`src/rtl/mem_port_arbiter_pkg.sv`:
```
// Shared encodings for the memory port arbiter: FSM states, grant values and the arbitration rule.
// Grant encodings match addr_sel, so a grant value can drive the address mux directly.
package mem_port_arbiter_pkg;

  typedef enum logic [1:0] {
    ST_IDLE   = 2'd0,
    ST_ACCESS = 2'd1,
    ST_RESP   = 2'd2
  } state_t;

  localparam logic GNT_IF = 1'b1;
  localparam logic GNT_D  = 1'b0;

  // Round-robin choice: a lone requester wins; on contention the one not served last wins.
  function automatic logic pick_grant(input logic if_req, input logic d_req, input logic last_grant);
    if (if_req && d_req) begin
      return ~last_grant;
    end
    return if_req ? GNT_IF : GNT_D;
  endfunction

endpackage

```
`src/rtl/mem_port_arbiter_if.sv`:
```
// Bundle of requester-side handshakes and memory-side strobes around the arbiter.
// slave = arbiter view; master = fetch/LSU plus memory view.
interface mem_port_arbiter_if;
  logic        if_req;
  logic [31:0] if_addr;
  logic        d_req;
  logic        d_we;
  logic [31:0] d_addr;
  logic [31:0] d_wdata;
  logic        if_ack;
  logic        d_ack;
  logic [31:0] rdata;
  logic        addr_sel;
  logic [31:0] mem_addr;
  logic        mem_en;
  logic        mem_we;
  logic [31:0] mem_wdata;
  logic [31:0] mem_rdata;

  modport slave (
    input  if_req, if_addr, d_req, d_we, d_addr, d_wdata, mem_rdata,
    output if_ack, d_ack, rdata, addr_sel, mem_addr, mem_en, mem_we, mem_wdata
  );

  modport master (
    output if_req, if_addr, d_req, d_we, d_addr, d_wdata, mem_rdata,
    input  if_ack, d_ack, rdata, addr_sel, mem_addr, mem_en, mem_we, mem_wdata
  );
endinterface

```
`src/rtl/mem_port_arbiter_mux2to1.sv`:
```
// Generic two-input mux: sel = 1 picks din1, sel = 0 picks din2.
// Purely combinational.
module mux2to1 #(
  parameter int W = 32
) (
  input  logic         sel,
  input  logic [W-1:0] din1,
  input  logic [W-1:0] din2,
  output logic [W-1:0] muxout
);
  assign muxout = sel ? din1 : din2;
endmodule

```
`src/rtl/mem_port_arbiter.sv`:
```
// Round-robin sharing of one fixed-latency memory port between fetch and data requesters.
// ack lands MEM_LAT+2 cycles after grant; a losing requester simply waits with req held.
module mem_port_arbiter #(
  parameter int MEM_LAT = 2
) (
  input  logic             clk,
  input  logic             rst,
  mem_port_arbiter_if.slave bus
);
  import mem_port_arbiter_pkg::*;

  localparam int            CW       = $clog2(MEM_LAT + 1);
  localparam logic [CW-1:0] CNT_LOAD = CW'(MEM_LAT);

  state_t        state_q, state_d;
  logic          last_grant_q, last_grant_d;
  logic          addr_sel_q, addr_sel_d;
  logic [CW-1:0] cnt_q, cnt_d;
  logic [31:0]   rdata_q, rdata_d;
  logic          mem_en_q, mem_en_d;
  logic          mem_we_q, mem_we_d;
  logic          if_ack_q, if_ack_d;
  logic          d_ack_q, d_ack_d;
  logic          start;
  logic          start_gnt;
  logic [31:0]   mem_addr;

  always_comb begin
    state_d      = state_q;
    last_grant_d = last_grant_q;
    addr_sel_d   = addr_sel_q;
    cnt_d        = cnt_q;
    rdata_d      = rdata_q;
    mem_en_d     = 1'b0;
    mem_we_d     = 1'b0;
    if_ack_d     = 1'b0;
    d_ack_d      = 1'b0;
    start        = 1'b0;
    start_gnt    = pick_grant(bus.if_req, bus.d_req, last_grant_q);

    case (state_q)
      ST_IDLE: begin
        addr_sel_d = GNT_IF;
        start      = bus.if_req | bus.d_req;
      end
      ST_ACCESS: begin
        if (cnt_q == '0) begin
          rdata_d  = bus.mem_rdata;
          state_d  = ST_RESP;
          if_ack_d = (addr_sel_q == GNT_IF);
          d_ack_d  = (addr_sel_q == GNT_D);
        end else begin
          cnt_d = cnt_q - CW'(1);
        end
      end
      ST_RESP: begin
        // The acked requester still shows req this cycle; only the other one may chain in.
        state_d    = ST_IDLE;
        addr_sel_d = GNT_IF;
        start_gnt  = ~last_grant_q;
        start      = (last_grant_q == GNT_IF) ? bus.d_req : bus.if_req;
      end
      default: state_d = ST_IDLE;
    endcase

    if (start) begin
      state_d      = ST_ACCESS;
      addr_sel_d   = start_gnt;
      last_grant_d = start_gnt;
      cnt_d        = CNT_LOAD;
      mem_en_d     = 1'b1;
      mem_we_d     = (start_gnt == GNT_D) && bus.d_we;
    end
  end

  always_ff @(posedge clk) begin
    if (rst) begin
      state_q      <= ST_IDLE;
      last_grant_q <= GNT_IF;
      addr_sel_q   <= GNT_IF;
      cnt_q        <= '0;
      rdata_q      <= '0;
      mem_en_q     <= 1'b0;
      mem_we_q     <= 1'b0;
      if_ack_q     <= 1'b0;
      d_ack_q      <= 1'b0;
    end else begin
      state_q      <= state_d;
      last_grant_q <= last_grant_d;
      addr_sel_q   <= addr_sel_d;
      cnt_q        <= cnt_d;
      rdata_q      <= rdata_d;
      mem_en_q     <= mem_en_d;
      mem_we_q     <= mem_we_d;
      if_ack_q     <= if_ack_d;
      d_ack_q      <= d_ack_d;
    end
  end

  mux2to1 #(.W(32)) u_addr_mux (
    .sel    (addr_sel_q),
    .din1   (bus.if_addr),
    .din2   (bus.d_addr),
    .muxout (mem_addr)
  );

  assign bus.mem_addr  = mem_addr;
  assign bus.addr_sel  = addr_sel_q;
  assign bus.mem_en    = mem_en_q;
  assign bus.mem_we    = mem_we_q;
  assign bus.mem_wdata = bus.d_wdata;
  assign bus.rdata     = rdata_q;
  assign bus.if_ack    = if_ack_q;
  assign bus.d_ack     = d_ack_q;

endmodule

```
`src/flat_wrapper.sv`:
```
// flat-port wrapper written by rule: the top's interface ports become plain ports
module mem_port_arbiter_flat import mem_port_arbiter_pkg::*;
#(
  parameter int MEM_LAT = 2
)
  (clk, rst, bus_if_req, bus_if_addr, bus_d_req, bus_d_we, bus_d_addr, bus_d_wdata, bus_mem_rdata, bus_if_ack, bus_d_ack, bus_rdata, bus_addr_sel, bus_mem_addr, bus_mem_en, bus_mem_we, bus_mem_wdata);
  mem_port_arbiter_if bus_i ();
  input  logic clk;
  input  logic rst;
  input wire logic [$bits(bus_i.if_req)-1:0] bus_if_req;
  input wire logic [$bits(bus_i.if_addr)-1:0] bus_if_addr;
  input wire logic [$bits(bus_i.d_req)-1:0] bus_d_req;
  input wire logic [$bits(bus_i.d_we)-1:0] bus_d_we;
  input wire logic [$bits(bus_i.d_addr)-1:0] bus_d_addr;
  input wire logic [$bits(bus_i.d_wdata)-1:0] bus_d_wdata;
  input wire logic [$bits(bus_i.mem_rdata)-1:0] bus_mem_rdata;
  output wire logic [$bits(bus_i.if_ack)-1:0] bus_if_ack;
  output wire logic [$bits(bus_i.d_ack)-1:0] bus_d_ack;
  output wire logic [$bits(bus_i.rdata)-1:0] bus_rdata;
  output wire logic [$bits(bus_i.addr_sel)-1:0] bus_addr_sel;
  output wire logic [$bits(bus_i.mem_addr)-1:0] bus_mem_addr;
  output wire logic [$bits(bus_i.mem_en)-1:0] bus_mem_en;
  output wire logic [$bits(bus_i.mem_we)-1:0] bus_mem_we;
  output wire logic [$bits(bus_i.mem_wdata)-1:0] bus_mem_wdata;
  assign bus_i.if_req = bus_if_req;
  assign bus_i.if_addr = bus_if_addr;
  assign bus_i.d_req = bus_d_req;
  assign bus_i.d_we = bus_d_we;
  assign bus_i.d_addr = bus_d_addr;
  assign bus_i.d_wdata = bus_d_wdata;
  assign bus_i.mem_rdata = bus_mem_rdata;
  assign bus_if_ack = bus_i.if_ack;
  assign bus_d_ack = bus_i.d_ack;
  assign bus_rdata = bus_i.rdata;
  assign bus_addr_sel = bus_i.addr_sel;
  assign bus_mem_addr = bus_i.mem_addr;
  assign bus_mem_en = bus_i.mem_en;
  assign bus_mem_we = bus_i.mem_we;
  assign bus_mem_wdata = bus_i.mem_wdata;
  mem_port_arbiter #(.MEM_LAT(MEM_LAT)) u_core (.clk(clk), .rst(rst), .bus(bus_i));
endmodule
```
`config.mk`:
```
export PLATFORM = sky130hd
export DESIGN_NAME = mem_port_arbiter_flat
export DESIGN_NICKNAME = d
export VERILOG_FILES = /design/src/rtl/mem_port_arbiter_pkg.sv /design/src/rtl/mem_port_arbiter_if.sv /design/src/rtl/mem_port_arbiter_mux2to1.sv /design/src/rtl/mem_port_arbiter.sv /design/src/flat_wrapper.sv
export SDC_FILE = /design/constraint.sdc
export NUM_CORES = 1
export LEC_CHECK = 0
export CAP_MARGIN = 20
export CORE_MARGIN = 10
export CORE_UTILIZATION = 30
export CTS_BUF_LIST = sky130_fd_sc_hd__clkbuf_2 sky130_fd_sc_hd__clkbuf_4 sky130_fd_sc_hd__clkbuf_8
export DETAILED_ROUTE_END_ITERATION = 8
export PLACE_DENSITY_LB_ADDON = 0.05
export SYNTH_ARGS = -nofsm -noshare
export SYNTH_HDL_FRONTEND = slang
export SYNTH_HIERARCHICAL = 1
export SYNTH_SLANG_ARGS = --single-unit
```
`constraint.sdc`:
```
create_clock -name clk -period 2.1 [get_ports clk]
set_clock_uncertainty 0.1 [all_clocks]
set_input_delay 0.63 -clock clk [delete_from_list [all_inputs] [get_ports clk]]
set_output_delay 0.63 -clock clk [all_outputs]
set_load 0.01 [all_outputs]
```
# [Yosys cells after proc, flatten, opt, wreduce, memory -nomap -nowiden]
# Cells that the tools add are included.
[totals] register_bits=42 wordCells=58
[op_classes] addsub=1 eq_ne=6 muxes=17 bitwise_logic=8 reduce_logical=15
[ops] cell="$mux 32" count=1
[ops] cell="$mux 1" count=10
[ops] cell="$reduce_and 2->1" count=5
[ops] cell="$mux 2" count=4
[ops] cell="$not 1->1" count=7
[ops] cell="$ne 2x1->1 const B" count=3
[ops] cell="$reduce_or 2->1" count=3
[ops] cell="$logic_not 2->1" count=2
[ops] cell="$pmux 2 s2" count=1
[ops] cell="$reduce_bool 2->1" count=2
[ops] cell="$ne 3x1->1 const B" count=1
[ops] cell="$reduce_or 3->1" count=1
[ops] cell="$eq 2x1->1 const B" count=1
[ops] cell="$eq 2x2->1 const B" count=1
[ops] cell="$logic_and 1x1->1" count=2
[ops] cell="$pmux 1 s2" count=1
[ops] cell="$sub 2x1->2 const B" count=1
[ops] cell="$or 1x1->1" count=1

# [Longest topological paths before layout]
# Gate-level depths: netlist (run 1).
[depth] word_depth=6 depth_mapped=6

# [Cells and area by module]
# The synthesis (run 1) kept the hierarchy.
[modules_own_cells] module="mem_port_arbiter" instances=1 cells_per_inst=220 area_each_um2=1809.2 seq_area_each_um2=840.8
[modules_own_cells] module="mux2to1" instances=1 cells_per_inst=36 area_each_um2=544.3 seq_area_each_um2=0.0

# [Worst setup path after synthesis (run 1)]
# Ideal clock, no wire load.
[synth_path] kind="register to output" from="register u_core.addr_sel_q (netlist: u_core/bus.addr_sel)" to="output bus_mem_addr[0]" arrival_ns=1.039 setup_slack_ns=0.331 path_stages_with_launch=4 n_path_buf=2 path_cell_list="dfxtp_1 buf_6 buf_12 mux2_4"
[synth_between] elab_chain_len=1
[synth_lines] element="start: declaration" line_no="mem_port_arbiter.sv:17" rtl="logic addr_sel_q, addr_sel_d;"
[synth_lines] element="start signal: assignment" line_no="mem_port_arbiter.sv:90" rtl="addr_sel_q <= addr_sel_d;"
[synth_lines] element="$mux 32" line_no="mem_port_arbiter_mux2to1.sv:11" rtl="assign muxout = sel ? din1 : din2;"
[synth_lines] element="end: declaration" line_no="flat_wrapper.sv:21" rtl="output wire logic [$bits(bus_i.mem_addr)-1:0] bus_mem_addr;"
# Every way passes these cells.

# [Final worst setup path (run 1)]
# Ends and elaborated chain as after synthesis.

==> results of run 1 <==
-- synth_stat cells (3+ instances only) --
master,number
buf_12,3
mux2_4,30
buf_6,5
clkbuf_1,4
buf_4,32
nand2_1,64
nor2b_1,4
buf_2,5
dfxtp_1,42
o21ai_0,3
a21oi_1,33
nor2_1,8
-- flip-flops by register name, summed over array words and instances, names as in the netlist --
signal / count
u_core/bus.mem_en: 1
u_core/bus.mem_we: 1
u_core/bus.d_ack: 1
u_core/bus.rdata: 32
u_core/cnt_q: 2
u_core/bus.if_ack: 1
u_core/state_q: 2
u_core/bus.addr_sel: 1
u_core/last_grant_q: 1
-- final cells by class --
cell class | instances | area share, %
well taps | 102 | 3.22
repair buffers | 180 | 44.6
multi-input cells | 163 | 28.2
clock buffers | 7 | 2.27
diodes | 1 | 0.0632
clock inverters | 1 | 0.221
inverters | 2 | 0.189
flip-flops and latches | 42 | 21.3
-- worst max-delay path by stage --
stage                                    from          endpoint  slack [ns]  cells past startpoint
final                     u_core/bus.addr_sel   bus_mem_addr[0]        0.08                      3
after global routing      u_core/bus.addr_sel   bus_mem_addr[0]        0.03                      3
after CTS                 u_core/bus.addr_sel   bus_mem_addr[0]        0.02                      3
after detailed placement       bus_d_addr[31]  bus_mem_addr[31]       -0.47                      3
after global placement         bus_d_addr[28]  bus_mem_addr[28]       -0.47                      3
after floorplan           u_core/bus.addr_sel   bus_mem_addr[0]        0.33                      3
-- cell families after synthesis --
kind of cell / after synthesis
and+or+nand+nor: 88
DFF: 42
buffers and inverters: 51
AOI/OAI and AO/OA: 43
muxes: 32
-- where the power goes --
group,internal (uW),switching (uW)
sequential,867,45.7
clock,285,275
combinational,517,347
total,1670,667
-- critical path, cell delays in order, from the launching register on --
cell	delay [ns]
dfxtp_4	0.40
buf_6	0.18
mux2_4	0.32
buf_6	0.13
-- stage by stage --
stage,area (um^2),util (%)
4_1_cts,3960,51.5
2_1_floorplan,2350,-
5_1_grt,3960,51.5
3_5_place_dp,3880,50.5
3_3_place_gp,3880,50.5
6_report,3960,51.5
-- repair_timing --
action,in CTS,in global routing
hold endpoints to repair,0,0
endpoints found under the setup margin,33,11
resized for setup,247,1
-- routing by layer --
layer	wire length (um)	global-route usage, %
met2	4210	23.5
met4	61	3.01
met1	3420	15.4
met3	1450	9.34
met5	0	0
==> out/metrics.yaml, run 1 <==
sta:
  rsz0062_at_grt: "no"
  final.setup.tns_ns: 0
  worstMarginPinSlew_ns: 0.371
  max-slew-margin-rel_pct: 75.3
  finalHoldViolations: 0
  max_freq_ghz: 0.494
  slew_viol_final: 0
  min_period_ns: 2.02
  layout_setup_ws_ns: 0.0758
  min_period_over_period_pct: 96.4
  whs_ns: 0.356
  setup_viol: 0
cts:
  cts_buffers: 5
  worstSkewPairLatency_ns: 0.28
  cts_buffer_depth: 2
  htreeDepth: 2
  path_clk_slew_ns: 0.08
  postCtsSetupBuffers: 0
  tritoncts: "done"
  clock-root-buffer: "clkbuf_8"
  cts_sinks: 42
  holdBufCountCts: 0
placement:
  dp.cells: 489
  place.gp.congestion: 0.835
  dp_hpwl_mm: 7.54
  io_buffers: 169
  pre_cts_ws_ns: -0.466
yosys:
  synthFlopType: "dfxtp_1"
  synth_compound_area_share_pct: 10.2
  avgSynthCellArea_um2: 9.19
  synth_top_area_share_pct: 35.7
  ys_async_sr_fraction_pct: 0
  synth_fa_ha_area_share_pct: 0
  synthSimpleGateAreaFrac_pct: 16.8
  synthDistinctLibCells: 28
  synthTopCellsByArea: "dfxtp_1 (36%), mux2_4 (19%), buf_4 (10%)"
  muxShareOfSynthArea_pct: 20.1
  synth_top_family_by_area: "multiplexers"
  ys_warn_count: 6
  synth_sequential_area_ratio_pct: 35.7
  synth_top_area_cell: "dfxtp_1"
  synth_xor_area_share_pct: 0
  ys_ff_latch: 42
  synth-edff-count: 0
  syn-cell-area_um2: 2350
  syn_nets: 389
  syn_inst: 256
finish:
  final_common_cell: "clkdlybuf4s50_1"
  final_cell_mix: "clkdlybuf4s50_1 (72), dlygate4sd2_1 (65), nand2_1 (64), dfxtp_1 (41), buf_6 (34)"
  finalNonFillerCells: 498
  register_area_um2: 845
  area_delta_synth_final_pct: 68.4
  multi_input_comb_area_um2: 1120
  nFillCells: 749
  final_layout_size_suffix_gt1_share_pct: 22.0
  finalNetCount: 527
min_path:
  hold_start: "u_core/bus.rdata[28]"
  hp-class: "flip-flop to flip-flop"
  whs_path_depth: 2
  hold_end: "u_core/bus.rdata[28]"
floorplanning:
  design.core.area_um2: 7690
  std_cell_rows: 32
  initial_utilization_pct: 30.6
  die_h_um: 109
  die_w_um: 109
  dieArea_um2: 11800
  ioPinCount: 234
drt:
  vias: 2243
  drt_iter0_drc: 70
  dr.pass1.iters: 4
  drc: 0
  viasPerCell: 4.50
  antenna_left: 0
  routedWlPerCell_um: 18.4
  totalWireLength_mm: 9.14
worst_setup_path:
  regToRegEndpoint: "u_core/bus.rdata[23]"
  end_kind: "output port"
  critPathArrivalTime_ns: 1.29
  cp_max_fo: 9
  cp_data_required_time_ns: 1.37
  reg2regPathDepth: 4
  critPathKind: "flip-flop to output port"
  r2r_start: "u_core/state_q[1]"
  critPathLaunchType: "flip-flop"
  regToRegSetupSlack_ns: 0.43
global_routing:
  grt_pass1_vias: 2222
  grt_antenna_before_repair: 1
  grt_usage_pct: 14.4
  grt_pass1_wl_mm: 13.3
  grt_max_degree: 34
  grt-ovfl-total: 0
job:
  drv_cap: 0
power_and_ir_drop:
  p_per_area_nw_per_um2: 590
  p_total_uw: 2340
  ir_worst_vdd_mv: 0.437
  leakagePower_uw: 0.00174
run_status:
  status: "completed"
Power figures use the tool's default switching activity.
==> run 2, diff against run 1 <==
--- a/config.mk
+++ b/config.mk
@@ -7,7 +7,7 @@
 export LEC_CHECK = 0
 export CAP_MARGIN = 20
 export CORE_MARGIN = 10
-export CORE_UTILIZATION = 30
+export CORE_UTILIZATION = 28
 export CTS_BUF_LIST = sky130_fd_sc_hd__clkbuf_2 sky130_fd_sc_hd__clkbuf_4 sky130_fd_sc_hd__clkbuf_8
 export DETAILED_ROUTE_END_ITERATION = 8
 export PLACE_DENSITY_LB_ADDON = 0.05
==> out/metrics.yaml, run 2 (synthesis results as in run 1) <==
worst_setup_path:
  r2r_start: "u_core/cnt_q[0]"  # was u_core/state_q[1]
  cp_max_fo: 10  # was 9
  critPathArrivalTime_ns: 1.30  # was 1.29 ns
  startpoint: "u_core/bus.addr_sel"  # unchanged
  critPathKind: "flip-flop to output port"  # unchanged
  critPathLaunchType: "flip-flop"  # unchanged
  end_kind: "output port"  # unchanged
  cp_data_required_time_ns: 1.37  # about the same
cts:
  cts_buffers: 5  # unchanged
  cts_sinks: 42  # unchanged
  cts_buffer_depth: 2  # unchanged
  worstSkewPairLatency_ns: 0.28  # about the same
  holdBufCountCts: 0  # unchanged
  htreeDepth: 2  # unchanged
  clock-root-buffer: "clkbuf_8"  # unchanged
  tritoncts: "done"  # unchanged
  path_clk_slew_ns: 0.07  # was 0.08 ns
global_routing:
  grt_pass1_wl_mm: 13.8  # was 13.3 mm
  grt_usage_pct: 13.8  # was 14.4%
  grt-ovfl-total: 0  # unchanged
  grt_max_degree: 33  # was 34
  grt_antenna_before_repair: 1  # unchanged
  grt_pass1_vias: 2153  # was 2,222
finish:
  final_core_util_pct: 48.8  # was 51.5%
  finalNetCount: 529  # was 527
  area_delta_synth_final_pct: 70.5  # was 68.4%
  final_cell_mix: "clkdlybuf4s50_1 (72), dlygate4sd2_1 (65), nand2_1 (64), dfxtp_1 (41), buf_6 (34)"  # unchanged
  largest_reg_flops: 32  # unchanged
  final_common_cell: "clkdlybuf4s50_1"  # unchanged
  final_layout_size_suffix_gt1_share_pct: 22.2  # was 22.0%
sta:
  min_period_ns: 2.03  # was 2.02 ns
  max-slew-margin-rel_pct: 78.0  # was 75.3%
  min_period_over_period_pct: 96.8  # was 96.4%
  worstMarginPinSlew_ns: 0.329  # was 0.371 ns
  whs_ns: 0.353  # was 0.356 ns
  max_freq_ghz: 0.492  # was 0.494 GHz
  setup_viol: 0  # unchanged
  rsz0062_at_grt: "no"  # unchanged
  slew_viol_final: 0  # unchanged
  finalHoldViolations: 0  # unchanged
placement:
  dp_hpwl_mm: 7.80  # was 7.54 mm
  io_buffers: 169  # unchanged
  place.gp.congestion: 0.757  # was 0.835
drt:
  viasPerCell: 4.44  # was 4.50
  drt_iter0_drc: 77  # was 70
  vias: 2229  # was 2,243
  dr.pass1.iters: 4  # unchanged
  antenna_left: 0  # unchanged
  drc: 0  # unchanged
  routedWlPerCell_um: 18.9  # was 18.4 um
  totalWireLength_mm: 9.49  # was 9.14 mm
job:
  drv_cap: 0  # unchanged
run_status:
  status: "completed"  # unchanged
power_and_ir_drop:
  p_total_uw: 2430  # was 2340 uW
  ir_worst_vdd_mv: 0.366  # was 0.437 mV
  leakagePower_uw: 0.00177  # was 0.00174 uW
  p_per_area_nw_per_um2: 606  # was 590 nW/um^2
floorplanning:
  die_h_um: 112  # was 109 um
  design.core.area_um2: 8220  # was 7690 um^2
  die_w_um: 112  # was 109 um
  ioPinCount: 234  # unchanged
  initial_utilization_pct: 28.6  # was 30.6%
  std_cell_rows: 33  # was 32
  dieArea_um2: 12500  # was 11,800 um^2
min_path:
  hold_start: "u_core/bus.rdata[21]"  # was u_core/bus.rdata[28]
  hp-class: "flip-flop to flip-flop"  # unchanged
[run 2: changes by cell type in the layout (fill, tap and decap cells not counted)]
cell	previous run	this run
inv_6	1	0
clkbuf_16	0	1
bufinv_16	0	1
buf_4	7	8
clkbuf_4	1	0
[run 2: routing by layer]
layer / global-route usage (%) / vias to the layer above / wire (um)
met5: 0 / - / 0
met4: 2.31 / 0 / 51
met3: 6.55 / 4 / 934
met2: 25.2 / 120 / 4870
met1: 14.2 / 1011 / 3640
li1: - / 1094 / -
[run 2: where the power goes]
group / switching, uW / internal, uW / leakage [uW]
clock network: 264 / 381 / 0.0000573
logic: 351 / 527 / 0.00137
registers: 41.7 / 867 / 0.000343
[run 2: final timing paths]
kind                            slack [ns]  depth (start not counted)                   end
worst max-delay path                  0.07                          3       bus_mem_addr[5]
worst min-delay path                  0.35                          2  u_core/bus.rdata[21]
worst max register to register        0.48                          4  u_core/bus.rdata[26]
worst min register to register        0.35                          2  u_core/bus.rdata[21]
[run 2: final cells by class]
type	count	area [um^2]
fill	839	4200
antenna	1	2.50
inverter	2	7.51
timing repair buffer	182	1800
clock buffer	6	82.6
multi-input combinational	163	1120
sequential	42	845
clock inverter	1	30.0
tap	105	131
[run 2: repair_timing]
item                                    in CTS  in global routing
cloned                                       0                  1
endpoints found under the setup margin      33                  1
buffers inserted                             0                  0
gates resized for setup                    240                  2
[run 2: worst max-delay path: stages (launching register included)]
cell     delay (ns)
dfxtp_4        0.40
buf_12         0.16
mux2_4         0.33
buf_6          0.13
[run 2: stage by stage]
stage          std cells  TNS, ns  instance area, um^2  worst slack [ns]
6_report             502        0                 4010            0.0676
5_1_grt              502        0                 4010           0.00999
4_1_cts              500        0                 3980            0.0213
3_5_place_dp         493   -13.48                 3900            -0.491
3_3_place_gp         493   -13.28                 3900            -0.480
2_1_floorplan        256        0                 2350             0.331
==> run 3, diff against run 2 <==
--- a/config.mk
+++ b/config.mk
@@ -10,6 +10,7 @@
 export CORE_UTILIZATION = 28
 export CTS_BUF_LIST = sky130_fd_sc_hd__clkbuf_2 sky130_fd_sc_hd__clkbuf_4 sky130_fd_sc_hd__clkbuf_8
 export DETAILED_ROUTE_END_ITERATION = 8
+export MAX_ROUTING_LAYER = met4
 export PLACE_DENSITY_LB_ADDON = 0.05
 export SYNTH_ARGS = -nofsm -noshare
 export SYNTH_HDL_FRONTEND = slang
==> out/metrics.yaml, run 3 (synthesis results as in run 1) <==
min_path:
  whs_path_depth: 2  # unchanged
  hp-class: "flip-flop to flip-flop"  # unchanged
  hold_start: "u_core/bus.rdata[21]"  # unchanged
  hold_end: "u_core/bus.rdata[21]"  # unchanged
global_routing:
  grt_antenna_before_repair: 1  # unchanged
  grt_usage_pct: 14.2  # was 13.8%
  grt_pass1_wl_mm: 13.7  # was 13.8 mm
  grt_max_degree: 33  # unchanged
  grt_pass1_vias: 2162  # was 2,153
  grt-ovfl-total: 0  # unchanged
floorplanning:
  ioPinCount: 234  # unchanged
  design.core.area_um2: 8220  # unchanged
  std_cell_rows: 33  # unchanged
  die_w_um: 112  # unchanged
  die_h_um: 112  # unchanged
  dieArea_um2: 12500  # unchanged
  initial_utilization_pct: 28.6  # unchanged
job:
  drv_cap: 0  # unchanged
worst_setup_path:
  r2r_start: "u_core/cnt_q[0]"  # unchanged
  startpoint: "u_core/bus.addr_sel"  # unchanged
  cp_data_required_time_ns: 1.37  # about the same
  regToRegSetupSlack_ns: 0.48  # about the same
  end_kind: "output port"  # unchanged
  cp_max_fo: 10  # unchanged
  reg2regPathDepth: 4  # unchanged
  critPathKind: "flip-flop to output port"  # unchanged
  regToRegEndpoint: "u_core/bus.rdata[0]"  # was u_core/bus.rdata[26]
  critPathLaunchType: "flip-flop"  # unchanged
  critPathArrivalTime_ns: 1.30  # about the same
placement:
  pre_cts_ws_ns: -0.491  # unchanged
  dp_hpwl_mm: 7.80  # unchanged
  place.gp.congestion: 0.767  # was 0.757
  io_buffers: 169  # unchanged
  dp.cells: 493  # unchanged
power_and_ir_drop:
  p_int_uw: 1780  # about the same
  switching_power_uw: 658  # was 657 uW
  leakagePower_uw: 0.00177  # unchanged
  ir_worst_vdd_mv: 0.367  # was 0.366 mV
  swShare_pct: 27.0  # about the same
  p_per_area_nw_per_um2: 606  # about the same
  power_frac_comb_pct: 36.1  # about the same
  p_clk_share_pct: 26.5  # about the same
  power_frac_seq_pct: 37.4  # about the same
finish:
  largest_reg_flops: 32  # unchanged
  final_core_util_pct: 48.8  # unchanged
  finalNetCount: 529  # unchanged
  final_common_cell: "clkdlybuf4s50_1"  # unchanged
  area_delta_synth_final_pct: 70.5  # unchanged
  finalNonFillerCells: 502  # unchanged
  final_layout_size_suffix_gt1_share_pct: 22.2  # unchanged
  final_cell_mix: "clkdlybuf4s50_1 (72), dlygate4sd2_1 (65), nand2_1 (64), dfxtp_1 (41), buf_6 (34)"  # unchanged
sta:
  rsz0062_at_grt: "no"  # unchanged
  setup_viol: 0  # unchanged
  slew_viol_final: 0  # unchanged
  worstMarginPinSlew_ns: 0.326  # was 0.329 ns
  final.setup.tns_ns: 0  # unchanged
  layout_setup_ws_ns: 0.0672  # was 0.0676 ns
  min_period_ns: 2.03  # about the same
  max_freq_ghz: 0.492  # about the same
  max-slew-margin-rel_pct: 78.2  # was 78.0%
  min_period_over_period_pct: 96.8  # about the same
  finalHoldViolations: 0  # unchanged
cts:
  holdBufCountCts: 0  # unchanged
  cts_buffers: 5  # unchanged
  cts_buffer_depth: 2  # unchanged
  tritoncts: "done"  # unchanged
  worstSkewPairLatency_ns: 0.28  # about the same
  postCtsSetupBuffers: 0  # unchanged
  cts_sinks: 42  # unchanged
  htreeDepth: 2  # unchanged
  clock-root-buffer: "clkbuf_8"  # unchanged
  path_clk_slew_ns: 0.07  # about the same
drt:
  vias: 2213  # was 2,229
  antenna_left: 0  # unchanged
  dr.pass1.iters: 4  # unchanged
  routedWlPerCell_um: 18.9  # about the same
  viasPerCell: 4.41  # was 4.44
  drc: 0  # unchanged
  drt_iter0_drc: 82  # was 77
  totalWireLength_mm: 9.49  # about the same
run_status:
  status: "completed"  # unchanged
[run 3: power by group through the flow]
stage / combinational, uW / clock [uW] / sequential (uW)
finish: 879 / 645 / 909
global route: 946 / 706 / 918
CTS: 888 / 677 / 908
detailed placement: 902 / 0 / 926
global placement: 898 / 0 / 923
floorplan: 446 / 0 / 952
[run 3: how the worst max path moves through the flow]
stage                            end  slack (ns)
global placement     bus_mem_addr[5]       -0.48
floorplan            bus_mem_addr[0]        0.33
detailed placement   bus_mem_addr[5]       -0.49
CTS                  bus_mem_addr[5]        0.02
global route        bus_mem_addr[18]        0.01
finish               bus_mem_addr[5]        0.07
[run 3: metrics by stage]
| step | hold WS [ns] | area [um^2] | total power (uW) |
|---|---|---|---|
| floorplan | 0.381 | 2350 | 1400 |
| global placement | 0.340 | 3900 | 1820 |
| detailed placement | 0.346 | 3900 | 1830 |
| CTS | 0.357 | 3980 | 2470 |
| global route | 0.372 | 4010 | 2570 |
| finish | 0.352 | 4010 | 2430 |
[run 3: per-layer routing]
metal / global-route usage, % / wire length, um / up-vias
li1: - / - / 1092
met1: 14.8 / 3790 / 998
met3: 5.69 / 778 / 4
met5: - / 0 / -
met2: 25.1 / 4870 / 119
met4: 2.31 / 49 / 0
[run 3: repair_timing]
action / CTS / global route
cloned: 0 / 1
resized for setup: 240 / 2
endpoints found under the setup margin: 33 / 1
[run 3: critical path, stage by stage (launching register included)]
cell and delay (ns):
dfxtp_4 0.40, buf_12 0.16, mux2_4 0.33, buf_6 0.13
[run 3: final cells by class]
cell class / count / area [um^2]
clock buffer: 6 / 82.6
timing repair buffer: 182 / 1800
multi-input combinational: 163 / 1120
fill: 839 / 4200
sequential: 42 / 845
tap: 105 / 131
clock inverter: 1 / 30.0
antenna: 1 / 2.50
inverter: 2 / 7.51
